`src/rtl/sum_pkg.sv`:
```
// Shared definitions for the operand loader and the N-operand, K-cycle summer.
package sum_pkg;

    // Default geometry, kept in one place so loader and summer agree
    localparam int SUM_N = 10;
    localparam int SUM_W = 5;
    localparam int SUM_K = 4;

    typedef enum logic [1:0] {
        S_FILL   = 2'd0,
        S_LAUNCH = 2'd1,
        S_WAIT   = 2'd2
    } loader_state_t;

endpackage

```
`src/rtl/sum_window_timer.sv`:
```
// Summation window timer: load starts a K-1 countdown, and done pulses
// for exactly one cycle in the last cycle of the window.
module sum_window_timer
    import sum_pkg::*;
#(
    parameter int K = SUM_K
) (
    input  logic clk,
    input  logic rst,
    input  logic load,
    output logic done
);

    localparam int CNTW = (K > 1) ? $clog2(K) : 1;

    logic [CNTW-1:0] cnt;
    logic            active;

    // Count down after load; done is registered so that it rises exactly when cnt reaches zero
    always_ff @(posedge clk) begin
        if (rst) begin
            cnt    <= '0;
            active <= 1'b0;
            done   <= 1'b0;
        end else if (load) begin
            cnt    <= CNTW'(K - 1);
            active <= 1'b1;
            done   <= (K == 1);
        end else if (active) begin
            if (cnt != '0) begin
                cnt <= cnt - CNTW'(1);
            end
            done <= (cnt == CNTW'(1));
            if (done) begin
                active <= 1'b0;
            end
        end else begin
            done <= 1'b0;
        end
    end

endmodule

```
`src/rtl/sum_operand_loader.sv`:
```
// Operand loader feeding the N-operand summer: collects N serial operands
// into a slot bank, pulses start_o, then holds the bank for the K-cycle window.
// Optional feature macro: SUM_LOADER_ABORT_EN adds abort_i to discard a partial batch.
module sum_operand_loader
    import sum_pkg::*;
#(
    parameter int N  = SUM_N,
    parameter int W  = SUM_W,
    parameter int K  = SUM_K,
    parameter int CW = $clog2(N + 1)
) (
    input  logic           clk,
    input  logic           rst,
`ifdef SUM_LOADER_ABORT_EN
    input  logic           abort_i,
`endif
    input  logic           in_valid,
    input  logic [W-1:0]   in_data,
    output logic           in_ready,
    output logic [N*W-1:0] nums_o,
    output logic           start_o,
    output logic           busy_o,
    output logic           batch_done,
    output logic [CW-1:0]  fill_cnt
);

    localparam int IW = (N > 1) ? $clog2(N) : 1;

    loader_state_t  state;
    logic [IW-1:0]  idx;
    logic           window_done;

    // Window timer is loaded during the single LAUNCH cycle
    sum_window_timer #(.K(K)) u_timer (
        .clk  (clk),
        .rst  (rst),
        .load (state == S_LAUNCH),
        .done (window_done)
    );

    assign batch_done = window_done;

    // Loader FSM with slot bank and registered handshake/status outputs
    always_ff @(posedge clk) begin
        if (rst) begin
            state    <= S_FILL;
            idx      <= '0;
            fill_cnt <= '0;
            nums_o   <= '0;
            in_ready <= 1'b1;
            start_o  <= 1'b0;
            busy_o   <= 1'b0;
        end else begin
            case (state)
                S_FILL: begin
`ifdef SUM_LOADER_ABORT_EN
                    if (abort_i) begin
                        idx      <= '0;
                        fill_cnt <= '0;
                        nums_o   <= '0;
                    end else
`endif
                    if (in_valid && in_ready) begin
                        nums_o[idx*W +: W] <= in_data;
                        if (idx == IW'(N - 1)) begin
                            idx      <= '0;
                            fill_cnt <= CW'(N);
                            state    <= S_LAUNCH;
                            in_ready <= 1'b0;
                            start_o  <= 1'b1;
                            busy_o   <= 1'b1;
                        end else begin
                            idx      <= idx + IW'(1);
                            fill_cnt <= fill_cnt + CW'(1);
                        end
                    end
                end
                S_LAUNCH: begin
                    start_o <= 1'b0;
                    state   <= S_WAIT;
                end
                S_WAIT: begin
                    if (window_done) begin
                        state    <= S_FILL;
                        fill_cnt <= '0;
                        in_ready <= 1'b1;
                        busy_o   <= 1'b0;
                    end
                end
                default: begin
                    state    <= S_FILL;
                    idx      <= '0;
                    fill_cnt <= '0;
                    in_ready <= 1'b1;
                    start_o  <= 1'b0;
                    busy_o   <= 1'b0;
                end
            endcase
        end
    end

endmodule
```
`config.mk`:
```
export PLATFORM = sky130hd
export DESIGN_NAME = sum_operand_loader
export DESIGN_NICKNAME = d
export VERILOG_FILES = /design/src/rtl/sum_pkg.sv /design/src/rtl/sum_window_timer.sv /design/src/rtl/sum_operand_loader.sv
export SDC_FILE = /design/constraint.sdc
export NUM_CORES = 1
export LEC_CHECK = 0
export CAP_MARGIN = 5
export CORE_UTILIZATION = 46
export DETAILED_ROUTE_END_ITERATION = 10
export HOLD_SLACK_MARGIN = 0.06
export PLACE_DENSITY_LB_ADDON = 0.12
export SYNTH_ARGS = -nofsm -noshare
export SYNTH_HDL_FRONTEND = slang
export SYNTH_SLANG_ARGS = --single-unit
export TNS_END_PERCENT = 100
```
`constraint.sdc`:
```
create_clock -name clk -period 1.8 [get_ports clk]
set_input_delay 0.54 -clock clk [delete_from_list [all_inputs] [get_ports clk]]
set_output_delay 0.54 -clock clk [all_outputs]
set_load 0.01 [all_outputs]
```
# [After elaboration in Yosys (flattened, before gate mapping)]
# Index checks and enable logic that the tools add are counted.
[word_totals] regBits=67 output_inout_bits=58 wordCells=69 in_bits=8
[op_classes] multipliers=1 n_bitwise=4 shifts=2 muxes=27 eq_ne=7 add_sub_neg=4 n_reduce_logical=14
[op_table] cell="$bwmux W50" count=1
[op_table] cell="$shift A5 B34 Y50 const A" count=1
[op_table] cell="$shiftx A5 B34 Y50" count=1
[op_table] cell="$neg A7 Y34" count=1
[op_table] cell="$mux W4" count=5
[op_table] cell="$mux W2" count=6
[op_table] cell="$pmux W4 S3" count=1
[op_table] cell="$mux W1" count=9
[op_table] cell="$reduce_and A3 Y1" count=3
[op_table] cell="$add A4 B1 Y4 const B" count=2
[op_table] cell="$pmux W4 S2" count=1
[op_table] cell="$mul A4 B3 Y7 const B" count=1
[op_table] cell="$pmux W1 S3" count=2
[op_table] cell="$pmux W2 S3" count=1
[op_table] cell="$reduce_and A2 Y1" count=3
[op_table] cell="$reduce_bool A2 Y1" count=3
[op_table] cell="$eq A2 B1 Y1 const B" count=2
[op_table] cell="$eq A4 B4 Y1 const B" count=1
[op_table] cell="$ne A2 B2 Y1 const B" count=2
[op_table] cell="$not A1 Y1" count=4
[op_table] cell="$reduce_and A4 Y1" count=1
[op_table] cell="$reduce_or A3 Y1" count=1
[op_table] cell="$eq A2 B2 Y1 const B" count=1
[op_table] cell="$logic_not A2 Y1" count=1
[op_table] cell="5 further kinds" count=5

# [Depth between registers and ports, before layout]
[logic_depth] ltp_word=4 mapped_depth=8 mapped_depth_nobuf=6

# [By module]
# A second synthesis with hierarchy kept.
[unflattened] cells_unflattened=348 area_unflattened_um2=3233.1
[by_module_without_submodules] module="sum_operand_loader" area_each_um2=3049.2 seq_area_each_um2=1261.2 instances=1 cells_each=330
[by_module_without_submodules] module="sum_window_timer" area_each_um2=183.9 seq_area_each_um2=80.1 instances=1 cells_each=18

# [Worst setup path before layout]
# No wires, ideal clock.
[synth_path] path_type="register to register" start="register idx[0]" end="register nums_o[40]" arrival_time_ns=1.752 t_required_ns=1.682 stages_incl_launch_ff=9 n_path_buf=2 period_less_slack_ns=1.871 setup_time_ns=0.118 slack_ns=-0.071 cell_sequence="dfxtp_1 -> buf_6 -> inv_1 -> ha_1 -> xnor2_1 -> nor2_1 -> and3_1 -> buf_4 -> mux2i_1"
[synth_via] elab_chain_cells=4 elab_cells_between_ends=5 classes_between="add/sub (1); mul (1); shift (2); mux (1)"
[synth_rtl] element="from (decl)" line="sum_operand_loader.sv:30" text="logic [IW-1:0] idx;"
[synth_rtl] element="from (signal assigned)" line="sum_operand_loader.sv:73" text="idx <= idx + IW'(1);"
[synth_rtl] element="$mul A4 B3 Y7 (*)" line="sum_operand_loader.sv:64" text="nums_o[idx*W +: W] <= in_data;"
[synth_rtl] element="$neg A7 Y34 (*)" line="sum_operand_loader.sv:64"
[synth_rtl] element="$shiftx A5 B34 Y50 / $shift A5 B34 Y50 (equally long branches)" line="sum_operand_loader.sv:64"
[synth_rtl] element="$bwmux W50 (*)" line="sum_operand_loader.sv:64"
[synth_rtl] element="to (signal, indexed assignment)" line="sum_operand_loader.sv:64"
[synth_rtl] element="to (decl)" line="sum_operand_loader.sv:20" text="output logic [N*W-1:0] nums_o,"
# Mark *: on every way between the ends. The rest lies on a longest branch, timed or not.
# A chain may end at the register's enable or synchronous reset.

# [Worst setup path after layout]
[layout_path] start="register nums_o[21]" end="output nums_o[21]"
# No word-level cell between the ends.

==> metrics.txt <==
# TYPE chip_impl_metric gauge
chip_impl_metric{name="syn-num-nets",unit=""} 342
chip_impl_metric{name="fin_nets",unit=""} 440
chip_impl_metric{name="fp-row-count",unit=""} 29
chip_impl_metric{name="fmax",unit="MHz"} 568
chip_impl_metric{name="die_width",unit="um"} 84.4
chip_impl_metric{name="path_depth",unit=""} 1
chip_impl_info{name="worst_setup_path_end_kind",value="primary output"} 1
chip_impl_metric{name="final_cell_utilization_of_the_core",unit=""} 0.678
chip_impl_metric{name="worst_skew_pair_latency",unit="ns"} 0.34
chip_impl_info{name="synthTopCellsByArea",value="sky130_fd_sc_hd__dfxtp_1, sky130_fd_sc_hd__mux2i_1, sky130_fd_sc_hd__nand2b_1"} 1
chip_impl_info{name="crit_chain",value="clkdlybuf4s50_1"} 1
chip_impl_info{name="crit_path_top_delay_cell",value="sky130_fd_sc_hd__clkdlybuf4s50_1"} 1
chip_impl_metric{name="setup_slack",unit="ns"} 0.0397
chip_impl_metric{name="crit_fanout",unit=""} 2
chip_impl_info{name="failing_checks",value="DRC"} 1
chip_impl_info{name="top_family_by_delay_on_critical_path",value="buffers and inverters"} 1
chip_impl_metric{name="deepest_level_of_the_cts_h_tree",unit=""} 3
chip_impl_metric{name="ir_worst_vdd",unit="V"} 0.000488
chip_impl_metric{name="slowest_delay",unit="ns"} 0.54
chip_impl_info{name="critPathKind",value="register to primary output"} 1
chip_impl_metric{name="holdBufCountCts",unit=""} 0
chip_impl_metric{name="number_of_antenna_violations_at_the_first_check_in_global_routing",unit=""} 0
chip_impl_metric{name="grt_start_max_net_pins",unit=""} 41
chip_impl_metric{name="core_region_area",unit="um^2"} 6460
chip_impl_info{name="tritoncts",value="yes"} 1
chip_impl_metric{name="finish.instance_area",unit="um^2"} 4380
chip_impl_metric{name="finalWeightedCongestion",unit=""} 0.833
chip_impl_metric{name="cp_data_required_time",unit="ns"} 1.26
chip_impl_metric{name="synth_mux_area_frac",unit=""} 0.147
chip_impl_metric{name="synth_compound_gate_area_share",unit=""} 0.0817
chip_impl_metric{name="wire_length_of_the_first_global_routing_pass",unit="mm"} 11.9
chip_impl_info{name="synth_area_leader_cell",value="sky130_fd_sc_hd__dfxtp_1"} 1
chip_impl_metric{name="ys_seq_elements",unit=""} 67
chip_impl_metric{name="first_pass_iters",unit=""} 7
chip_impl_metric{name="detail-route-antenna-nets",unit=""} 0
chip_impl_metric{name="final_period_util",unit=""} 0.978
chip_impl_info{name="most-common-layout-cells",value="sky130_fd_sc_hd__dfxtp_1, sky130_fd_sc_hd__nand2b_1, sky130_fd_sc_hd__mux2i_1"} 1
chip_impl_info{name="synth_top_family_by_area",value="simple AND/OR/NAND/NOR gates"} 1
chip_impl_metric{name="first_global_vias",unit=""} 2395
chip_impl_metric{name="max_slew.worst_pin.slew",unit="ns"} 0.514
chip_impl_metric{name="cts-root-to-sink-buffers",unit=""} 2
chip_impl_metric{name="finalHoldViolations",unit=""} 0
chip_impl_metric{name="leakage_power",unit="nW"} 2.45
chip_impl_metric{name="post_synth_num_cell_types",unit=""} 44
chip_impl_metric{name="fillers",unit=""} 530
chip_impl_metric{name="final_layout_size_suffix_gt1_frac",unit=""} 0.174
chip_impl_metric{name="finClkSkew",unit="ns"} 0.0113
chip_impl_info{name="rsz0062_at_grt",value="yes"} 1
chip_impl_metric{name="postPlaceCellArea",unit="um^2"} 4090
chip_impl_metric{name="setup_viol_count_final",unit=""} 0
chip_impl_metric{name="drt_wl_total",unit="mm"} 7.15
chip_impl_metric{name="die_height",unit="um"} 84.4
chip_impl_info{name="cts-root-buf",value="sky130_fd_sc_hd__clkbuf_8"} 1
chip_impl_metric{name="post_synth_instance_area",unit="um^2"} 3120
chip_impl_info{name="result_of_the_run",value="complete, but fails checks"} 1
chip_impl_metric{name="reg2regPathDepth",unit=""} 6
chip_impl_metric{name="slew_headroom",unit=""} 0.657
chip_impl_metric{name="dr_total_vias",unit=""} 2571
chip_impl_metric{name="grtUsageTotal",unit=""} 0.215
chip_impl_metric{name="place_ws",unit="ns"} -0.357
chip_impl_metric{name="synthAdderAreaFrac",unit=""} 0.0400
chip_impl_metric{name="synth_top_area_share",unit=""} 0.429
chip_impl_metric{name="cap_violations",unit=""} 0
chip_impl_metric{name="route.detailed.drc",unit=""} 5
chip_impl_info{name="min-delay-path-class",value="register to register"} 1
chip_impl_metric{name="initial_core_util",unit=""} 0.484
chip_impl_metric{name="syn_area_per_cell",unit="um^2"} 9.64
chip_impl_metric{name="worstHoldPathCells",unit=""} 2
chip_impl_metric{name="clkSinkCount",unit=""} 67
chip_impl_metric{name="synth-seq-area-share",unit=""} 0.429
chip_impl_metric{name="min_period",unit="ns"} 1.76
chip_impl_metric{name="yosysWarnings",unit=""} 0
chip_impl_info{name="most_common_cell_after_layout_fill_and_taps_aside",value="sky130_fd_sc_hd__dfxtp_1"} 1
chip_impl_metric{name="setup-tns-final",unit="ns"} 0
chip_impl_metric{name="synthSimpleGateAreaFrac",unit=""} 0.258
chip_impl_metric{name="synth_cells",unit=""} 324
chip_impl_metric{name="power.density_cell_area",unit="nW/um^2"} 745
chip_impl_metric{name="pin_count",unit=""} 66
chip_impl_metric{name="dp_hpwl",unit="mm"} 5.09
chip_impl_metric{name="critPathArrivalTime",unit="ns"} 1.22
chip_impl_metric{name="maxSlewViolCount",unit=""} 0
chip_impl_metric{name="grt.overflow.total",unit=""} 0
chip_impl_metric{name="area_delta_synth_final",unit="%"} 40.2
chip_impl_metric{name="fp.dieArea",unit="um^2"} 7130
chip_impl_metric{name="io_buffer_count",unit=""} 65
chip_impl_metric{name="clk_pin_slew_worst_paths",unit="ns"} 0.07
chip_impl_metric{name="worst-path-buf-inv",unit=""} 1
chip_impl_metric{name="vias_per_cell",unit=""} 5.11
chip_impl_metric{name="wire_per_inst",unit="um"} 14.2
chip_impl_metric{name="n_antenna_cell",unit=""} 0
chip_impl_info{name="worst_setup_path_start_kind",value="register"} 1
chip_impl_metric{name="cts_buffers",unit=""} 9
chip_impl_metric{name="first_iter_violations",unit=""} 147
chip_impl_metric{name="post_synth_xor_area_fraction",unit=""} 0.00841
[where the power goes]
part           internal (mW)  switching [mW]
combinational          0.327           0.345
sequential              1.52          0.0309
clock                  0.487           0.558
total                   2.33           0.933
[synth_stat cells]
library cell,instances
sky130_fd_sc_hd__a221oi_1,1
sky130_fd_sc_hd__nor3b_2,1
sky130_fd_sc_hd__a31oi_1,1
sky130_fd_sc_hd__inv_1,8
sky130_fd_sc_hd__a21o_1,2
sky130_fd_sc_hd__o31a_1,1
sky130_fd_sc_hd__or3_1,2
sky130_fd_sc_hd__xnor2_1,2
sky130_fd_sc_hd__nor2_1,19
sky130_fd_sc_hd__nand3b_1,3
sky130_fd_sc_hd__a21boi_0,1
sky130_fd_sc_hd__buf_6,2
sky130_fd_sc_hd__mux2i_1,46
sky130_fd_sc_hd__a211oi_1,1
sky130_fd_sc_hd__and3_1,3
sky130_fd_sc_hd__buf_4,2
sky130_fd_sc_hd__clkbuf_1,8
sky130_fd_sc_hd__nand2b_1,50
sky130_fd_sc_hd__xor2_1,1
sky130_fd_sc_hd__and4_1,1
sky130_fd_sc_hd__nand2_1,28
sky130_fd_sc_hd__a21bo_2,1
sky130_fd_sc_hd__o2111ai_1,1
sky130_fd_sc_hd__or4_1,1
sky130_fd_sc_hd__nor3_1,6
sky130_fd_sc_hd__o21ai_1,1
sky130_fd_sc_hd__nor4bb_1,1
sky130_fd_sc_hd__nand3b_2,1
sky130_fd_sc_hd__and3b_1,1
sky130_fd_sc_hd__o2111ai_2,1
sky130_fd_sc_hd__o21ai_0,5
sky130_fd_sc_hd__nand3_2,3
sky130_fd_sc_hd__nor2b_1,6
sky130_fd_sc_hd__clkbuf_8,1
sky130_fd_sc_hd__nor4_1,1
sky130_fd_sc_hd__nor4_4,2
sky130_fd_sc_hd__nor3b_1,1
sky130_fd_sc_hd__a41o_1,5
sky130_fd_sc_hd__ha_1,10
sky130_fd_sc_hd__a21oi_1,16
sky130_fd_sc_hd__a22oi_1,1
sky130_fd_sc_hd__nand2_2,3
sky130_fd_sc_hd__dfxtp_1,67
sky130_fd_sc_hd__nand3_1,6
[worst min-delay path, cell delays in order (launching register included)]
cell                       delay, ns
sky130_fd_sc_hd__dfxtp_1        0.31
sky130_fd_sc_hd__nand2b_1       0.06
sky130_fd_sc_hd__mux2i_1        0.06
[path summary, 6_finish.rpt]
kind | from | slack, ns | to
max | nums_o[21] | 0.04 | nums_o[21]
min | nums_o[26] | 0.47 | nums_o[26]
max reg2reg | idx[0] | 0.07 | state[0]
min reg2reg | nums_o[26] | 0.47 | nums_o[26]
[metrics by stage]
step / hold WS [ns] / power, mW / std cells
after floorplan: 0.458 / 1.97 / 324
after global placement: 0.454 / 2.22 / 487
after detailed placement: 0.461 / 2.22 / 487
after CTS: 0.475 / 3.27 / 502
after global routing: 0.498 / 3.42 / 503
final: 0.473 / 3.26 / 503
[area by class of cell]
class | count | area (um^2) | area share
well taps | 77 | 96.3 | 0.0220
clock inverters | 5 | 31.3 | 0.00714
repair buffers | 100 | 998 | 0.228
clock buffers | 10 | 128 | 0.0291
inverters | 8 | 33.8 | 0.00771
flip-flops and latches | 67 | 1350 | 0.307
multi-input cells | 236 | 1750 | 0.399
[what timing repair did]
item / 4_1_cts / 5_1_grt
gates resized for setup: 8 / 40
pin swaps: 0 / 2
gates cloned: 0 / 0
endpoints found under the setup margin: 23 / 79
setup buffers: 0 / 1
[flip-flops by register name, summed over array words and instances, names as in the netlist]
register and flops:
u_timer.active 1, in_ready 1, nums_o 50, u_timer.cnt 2, idx 4, state 2
busy_o 1, start_o 1, fill_cnt 4, u_timer.done 1
[cell families after synthesis]
family | count (synthesis)
simple gates | 139
fa+ha+maj | 10
compound gates | 38
mux | 46
flops | 67
xor+xnor | 3
buf+inv | 21
[layer usage]
layer / routed length [um] / up-vias / global-route usage
met3: 295 / 9 / 0.0501
met4: 101 / 0 / 0.0786
met5: 0 / - / 0
met2: 3140 / 62 / 0.320
li1: - / 1312 / -
met1: 3610 / 1188 / 0.303
(Power assumes the default switching activity.)
